### src/rtl/cb_porta_rd_seq.sv
// Covariance-buffer port-A read sequencer.
// Issues one burst of row reads and aligns mapper select/valid to BRAM data.
module cb_porta_rd_seq #(
  parameter int L       = 4,
  parameter int RSA_DW  = 16,
  parameter int ROW_LEN = 10,
  parameter int CB_AW   = 10,
  parameter int RD_LAT  = 1,
  localparam int LEN_W  = $clog2(ROW_LEN + 1)
) (
  input  logic             clk,
  input  logic             sys_rst,
  input  logic             cmd_valid,
  output logic             cmd_ready,
  input  logic [1:0]       cmd_tgt,
  input  logic [1:0]       cmd_dir,
  input  logic             cmd_l_k_0,
  input  logic [CB_AW-1:0] cmd_addr,
  input  logic [LEN_W-1:0] cmd_len,
  output logic             CB_ena,
  output logic [CB_AW-1:0] CB_addra,
  output logic [3:0]       CB_douta_sel,
  output logic             l_k_0,
  output logic             dout_vld,
  output logic             busy,
  output logic             done
);

  localparam int DW = $clog2(RD_LAT + 2);
  localparam logic [LEN_W-1:0] MAX_LEN  = LEN_W'(ROW_LEN);
  localparam logic [DW-1:0]    DRN_INIT = DW'(RD_LAT);

  typedef enum logic [1:0] {
    S_IDLE,
    S_ISSUE,
    S_DRAIN,
    S_DONE
  } state_t;

  state_t           state;
  logic [1:0]       tgt_q;
  logic [1:0]       dir_q;
  logic [LEN_W-1:0] rem;
  logic [DW-1:0]    drn;
  logic [LEN_W-1:0] eff_len;
  logic             accept;

  logic [RD_LAT-1:0] pv;
  logic [3:0]        ps [RD_LAT];

  // Ready is forced low while reset is held so nothing is accepted.
  assign cmd_ready = (state == S_IDLE) && !sys_rst;
  assign accept    = cmd_valid && cmd_ready;
  assign eff_len   = (cmd_len > MAX_LEN) ? MAX_LEN : cmd_len;

  assign busy         = (state != S_IDLE);
  assign done         = (state == S_DONE);
  assign CB_douta_sel = ps[RD_LAT-1];

  // Burst FSM: latch the command, walk addresses, then drain the read pipe.
  always_ff @(posedge clk or posedge sys_rst) begin
    if (sys_rst) begin
      state    <= S_IDLE;
      CB_ena   <= 1'b0;
      CB_addra <= '0;
      tgt_q    <= '0;
      dir_q    <= '0;
      l_k_0    <= 1'b0;
      rem      <= '0;
      drn      <= '0;
    end else begin
      unique case (state)
        S_IDLE: begin
          if (accept) begin
            tgt_q <= cmd_tgt;
            dir_q <= cmd_dir;
            l_k_0 <= cmd_l_k_0;
            if (eff_len == '0 || cmd_tgt == 2'b00) begin
              state <= S_DONE;
            end else begin
              state    <= S_ISSUE;
              CB_ena   <= 1'b1;
              CB_addra <= cmd_addr;
              rem      <= eff_len;
            end
          end
        end
        S_ISSUE: begin
          if (rem > LEN_W'(1)) begin
            rem      <= rem - LEN_W'(1);
            CB_addra <= CB_addra + CB_AW'(1);
          end else begin
            state  <= S_DRAIN;
            CB_ena <= 1'b0;
            drn    <= DRN_INIT;
          end
        end
        S_DRAIN: begin
          if (drn == '0) begin
            state <= S_DONE;
          end else begin
            drn <= drn - DW'(1);
          end
        end
        S_DONE: begin
          state <= S_IDLE;
        end
        default: begin
          state <= S_IDLE;
        end
      endcase
    end
  end

  // Select/valid shift register tracking the BRAM read latency.
  always_ff @(posedge clk or posedge sys_rst) begin
    if (sys_rst) begin
      pv       <= '0;
      dout_vld <= 1'b0;
      for (int i = 0; i < RD_LAT; i++) begin
        ps[i] <= 4'b0000;
      end
    end else begin
      pv[0]    <= CB_ena;
      ps[0]    <= CB_ena ? {tgt_q, dir_q} : 4'b0000;
      for (int i = 1; i < RD_LAT; i++) begin
        pv[i] <= pv[i-1];
        ps[i] <= ps[i-1];
      end
      dout_vld <= pv[RD_LAT-1];
    end
  end

endmodule

### config.mk
export PLATFORM = sky130hd
export DESIGN_NAME = cb_porta_rd_seq
export DESIGN_NICKNAME = d
export VERILOG_FILES = /design/src/rtl/cb_porta_rd_seq.sv
export SDC_FILE = /design/constraint.sdc
export NUM_CORES = 1
export LEC_CHECK = 0
export CAP_MARGIN = 0
export CORE_ASPECT_RATIO = 1.4
export CORE_MARGIN = 4
export CORE_UTILIZATION = 40
export CTS_CLUSTER_SIZE = 14
export DETAILED_ROUTE_END_ITERATION = 6
export PLACE_DENSITY = 0.73
export SYNTH_ARGS = -nofsm -noshare
export SYNTH_HDL_FRONTEND = slang
export SYNTH_SLANG_ARGS = --single-unit
### constraint.sdc
create_clock -name clk -period 2.18 [get_ports clk]
set_clock_uncertainty 0.1 [all_clocks]
set_input_delay 0.436 -clock clk [delete_from_list [all_inputs] [get_ports clk]]
set_output_delay 0.436 -clock clk [all_outputs]
set_load 0.01 [all_outputs]
==> flow_summary.yaml <==
run_status:
  status: "finished, final reports clean"
clocking:
  cts_buffer_depth: 2
  htree_levels: 2
  cts_made_buffers: 5
  cts-root-buf: "clkbuf_8"
  clk_latency_ps: 280
  clk_pin_slew_worst_paths_ps: 70
  cts_tree: "yes"
  cts.sinks: 30
synth:
  synth_top_area_cell: "dfrtp_1"
  yosysUniqueCellTypes: 46
  yosysTopAreaCellShare_pct: 43.54
  synthArstFlopShare_pct: 100.0
  synthAdderAreaFrac_pct: 5.806
  synthSimpleGateAreaFrac_pct: 22.93
  synth_fp_nets: 210
  synth_compound_area_share_pct: 21.48
  synth.avg_cell_area_um2: 9.579
  ys_warn_count: 0
  syn-instance-count: 180
  ys_seq_elements: 30
  synth_xor_area_share_pct: 0
  synthTopCellsByArea: "dfrtp_1, ha_1, nand2_1"
  synth_mux_area_share_pct: 1.161
  yosysSeqAreaShare_pct: 43.54
  synth_top_flop_cell: "dfrtp_1"
  synth_top_family_by_area: "simple AND/OR/NAND/NOR gates"
  synth-edff-count: 0
  syn_area_um2: 1724
worst_setup_path:
  reg2reg_depth: 7
  worstPathRequired_ps: 2310
  crit_end: "CB_addra[6]"
  reg2reg_to: "CB_addra[6]"
  cp.arrival_ps: 2120
  timing.rr.start: "state[1]"
  end_kind: "flop"
  crit_path_start_kind: "flop"
  worstPathMaxFanout: 9
  path_class: "flop to flop"
  critical_path.startpoint: "state[1]"
  reg2reg_slack_ps: 190
detailed_routing:
  firstDrtPassIters: 5
  wl_per_cell_um: 14.44
  vias_per_cell: 5.612
  drtIter0Drc: 92
  antenna_violating_nets_post_route: 0
  wirelength_um: 4057
  drc: 0
  via_count: 1577
power:
  p_switching_mw: 1.292
  p_leak_nw: 1.044
  ir_drop_uv: 878.5
  p_sw_share_pct: 39.07
  comb_power_share_pct: 54.1
  powerDensity_nw_per_um2: 1370
  seqPwrFrac_pct: 31.9
  clkPwrFrac_pct: 14.1
  power_mw: 3.307
  p_int_mw: 2.015
sta:
  grt_setup_unrepaired: "no"
  worst_pin_slew_ps: 350.6
  max_slew_margin_pct: 76.55
  max_clock_freq_mhz: 501.6
  slew_viol_final: 0
  final-setup-viol-count: 0
  fin_crit_ps: 1993
  finalCritPeriodShare_pct: 91.44
  hold_slack_ps: 253.0
  finalHoldViolations: 0
  tns_ps: 0
floorplan:
  initial_core_util_pct: 41.01
  die_y_um: 85.68
  dieWidth_um: 63.49
  coreArea_um2: 4204
  die_area_um2: 5439
  placementRows: 28
  io_pins: 42
place:
  gp_congestion: 0.7917
  numPortBuffers: 41
  dp_hpwl_um: 3018
grt:
  track_usage_pct: 16.36
  antenna_found_initial: 0
  grt_pass1_vias: 1576
  grt_overflow: 0
  grt_max_degree: 32
  grt_pass1_wl_um: 7065
layout:
  nets: 265
  final_cell_mix: "clkdlybuf4s50_1, dfrtp_1, nand2_1, buf_4, a21oi_1"
  drive_gt1_share_pct: 14.83
  diodes: 0
  final_common_cell: "clkdlybuf4s50_1"
  nFillCells: 383
  area_growth_pct: 39.99
  finish.utilization_pct: 57.41
flow_run:
  drv_cap: 0
hold_path:
  hp-class: "flop to flop"
cell usage after synthesis, types with 3 or more instances:
cell,number
and4_1,5
a31oi_1,3
dfrtp_1,30
o31ai_1,6
ha_1,8
and2_1,6
clkbuf_1,6
o21ai_0,7
inv_1,11
a21oi_1,12
nand2_1,18
nor2_1,7
o32ai_1,3
a211oi_1,3
nor2b_1,4
and3_1,3
nand3_1,4
nor3_1,5
nand2b_1,5
routing by layer:
metal  up-vias  GRT usage [%]  wire length, um
met5         -              0                0
met4         0          7.269               90
met3         8          3.539              192
met2        47          27.95             2041
met1       742          19.63             1732
li1        780              -                -
through the flow:
stage,cells,worst slack [ps],area [um2]
3_5_place_dp,273,-60.36,2277
2_1_floorplan,180,238.6,1724
5_1_grt,281,45.66,2414
6_report,281,186.6,2414
4_1_cts,281,19.68,2385
3_3_place_gp,273,-29.57,2277
flip-flops by register name, indices dropped and copies added (netlist names):
| signal | count |
|---|---|
| tgt_q | 2 |
| dout_vld | 1 |
| l_k_0 | 1 |
| pv | 1 |
| rem | 4 |
| state | 2 |
| drn | 2 |
| CB_addra | 10 |
| dir_q | 2 |
| CB_douta_sel | 4 |
| CB_ena | 1 |
power by group through the flow:
stage	clock, mW	sequential (mW)	combinational [mW]
after floorplan	0	1.08	0.984
after CTS	0.477	1.05	1.75
after detailed placement	0	1.06	1.72
final	0.465	1.05	1.79
after global routing	0.505	1.10	1.99
after global placement	0	1.05	1.70
how the worst min path moves through the flow:
stage,startpoint,to,depth (start not counted)
final,pv,dout_vld,0
after CTS,pv,dout_vld,0
after detailed placement,pv,dout_vld,0
after global placement,pv,dout_vld,0
after floorplan,pv,dout_vld,0
after global routing,pv,dout_vld,0
critical path, cell delays in order, from the launching register on:
cell      delay (ps)
dfrtp_1          410
inv_2            100
ha_2             230
nand2b_1         160
or3_4            420
buf_4            170
a32oi_1          160
o221a_1          190
kinds of logic (layout without fill, tap and decap cells):
group	Yosys count	after routing
AND/OR/NAND/NOR	67	67
AO/OA/AOI/OAI	53	53
flip-flops	30	30
multiplexers	2	2
buffers and inverters	20	76
adder cells (fa/ha/maj)	8	8
layout make-up:
type | count | area, um2 | share of cell area [%]
inverter | 11 | 41.29 | 1.711
clock buffer | 7 | 86.33 | 3.577
multi-input combinational | 130 | 917.1 | 38.00
tap | 45 | 56.30 | 2.333
clock inverter | 1 | 5.005 | 0.2074
timing repair buffer | 57 | 556.8 | 23.07
sequential | 30 | 750.7 | 31.10
repair_timing:
action	CTS	global route
gates resized for setup	5	8
hold buffers	0	0
buffers inserted	0	0
endpoints found under the setup margin	6	11
hold endpoints to repair	0	0
Note: power is estimated with default switching activity, not from simulation.
==> edit, RTL diff (same settings) <==
Change the parameter `ROW_LEN` from 10 to 5.
--- a/src/rtl/cb_porta_rd_seq.sv
+++ b/src/rtl/cb_porta_rd_seq.sv
@@ -5,3 +5,3 @@
   parameter int RSA_DW  = 16,
-  parameter int ROW_LEN = 10,
+  parameter int ROW_LEN = 5,
   parameter int CB_AW   = 10,
Interface: changed (resized cmd_len); port bits go from 42 to 41. No check against the original RTL was run, so the function may have changed too.
==> edit against the original RTL <==
Sequential share of layout area barely moved. Wire length is 2.0% lower. Sequential cell count is 1 lower. Area after synthesis decreased by 1.7%. Setup slack lost 30 ps. Total power is 8.4% higher. Cell area is 3.2% lower. Core utilization rose by 0.70 points. Critical path type is now flop to primary output. Largest cell class unchanged. Highest routed layer unchanged.
==> edit: results (changes against the original RTL) <==
Critical path
  • Delay-heaviest family, CP: buffers and inverters (was simple AND/OR/NAND/NOR gates)
  • Crit path largest cell delay: 470 ps (was 420 ps)

Drt
  • WL met3: 133 um (was 192 um)
  • Met2 WL: 2.00 mm (was 2.04 mm)
  • First-pass DRT Iterations: 4 (was 5)
  • Wire per inst: 15.2 um (was 14.4 um)
  • Vias: 1454 (was 1577)

Logic synthesis
  • Yosys cell types: 47 (was 46)
  • Register area share after synthesis: 42.8% (was 43.5%)
  • Cells after Synth: 162 (was 180)

CTS
  • Setup Buffers After CTS: 1 (was 0)
  • Post-CTS sizing: 1 (was 5)
  • Clock-pin slew on the worst setup and hold paths: 70 ps (about the same)

GRT
  • Largest net degree at the start of global routing: 30 (was 32)
  • M1 GR Usage: 18.4% (was 19.6%)
  • GR Util met2: 26.0% (was 27.9%)

Cells and area
  • Layout cells sized above 1: 17.4% (was 14.8%)
  • NumNets Final: 247 (was 265)
  • # fillers: 335 (was 383)

Power
  • Worst vdd ir: 0.659 mV (was 0.878 mV)
  • Leak: 0.000990 uW (was 0.00104 uW)
  • Comb. pwr: 1960 uW (was 1790 uW)
  • Clk. pwr: 590 uW (was 465 uW)

Placement
  • Number of port buffers: 40 (was 41)
  • DP Worst Slack: 27.2 ps (was -60.4 ps)
  • Gp weighted congestion: 0.836 (was 0.792)

Timing
  • Worst Tran Pin Value: 553 ps (was 351 ps)

Status
  • Outcome: complete, no violations (unchanged)
[edit: logic make-up (layout without fill, tap and decap cells)]
group                      count (synthesis)  after routing  synth area share [%]
AOI/OAI and AO/OA                         52             52                  24.3
and+or+nand+nor                           46             46                  15.4
muxes                                      9              9                  6.06
buffers and inverters                     17             73                  4.73
DFF                                       29             29                  42.8
adders and majority gates                  9              9                  6.65
[edit: final timing paths]
kind / startpoint / to / slack, ps / cells after the start
setup / recovery: state[0] / done / 160 / 3
hold / removal: pv / dout_vld / 250 / 0
setup reg to reg: rem[1] / state[1] / 240 / 6
hold reg to reg: pv / dout_vld / 250 / 0
max in group asynchronous: sys_rst / CB_addra[2] / 1200 / 3
min in group asynchronous: sys_rst / CB_douta_sel[0] / 500 / 3
[edit: layout make-up]
cell class	instances	area, sq um	share of cell area, %
multi-input combinational	116	888	38.0
sequential	29	726	31.1
timing repair buffer	54	507	21.7
clock buffer	6	82.6	3.54
tap	43	53.8	2.30
inverter	11	41.3	1.77
clock inverter	2	37.5	1.61
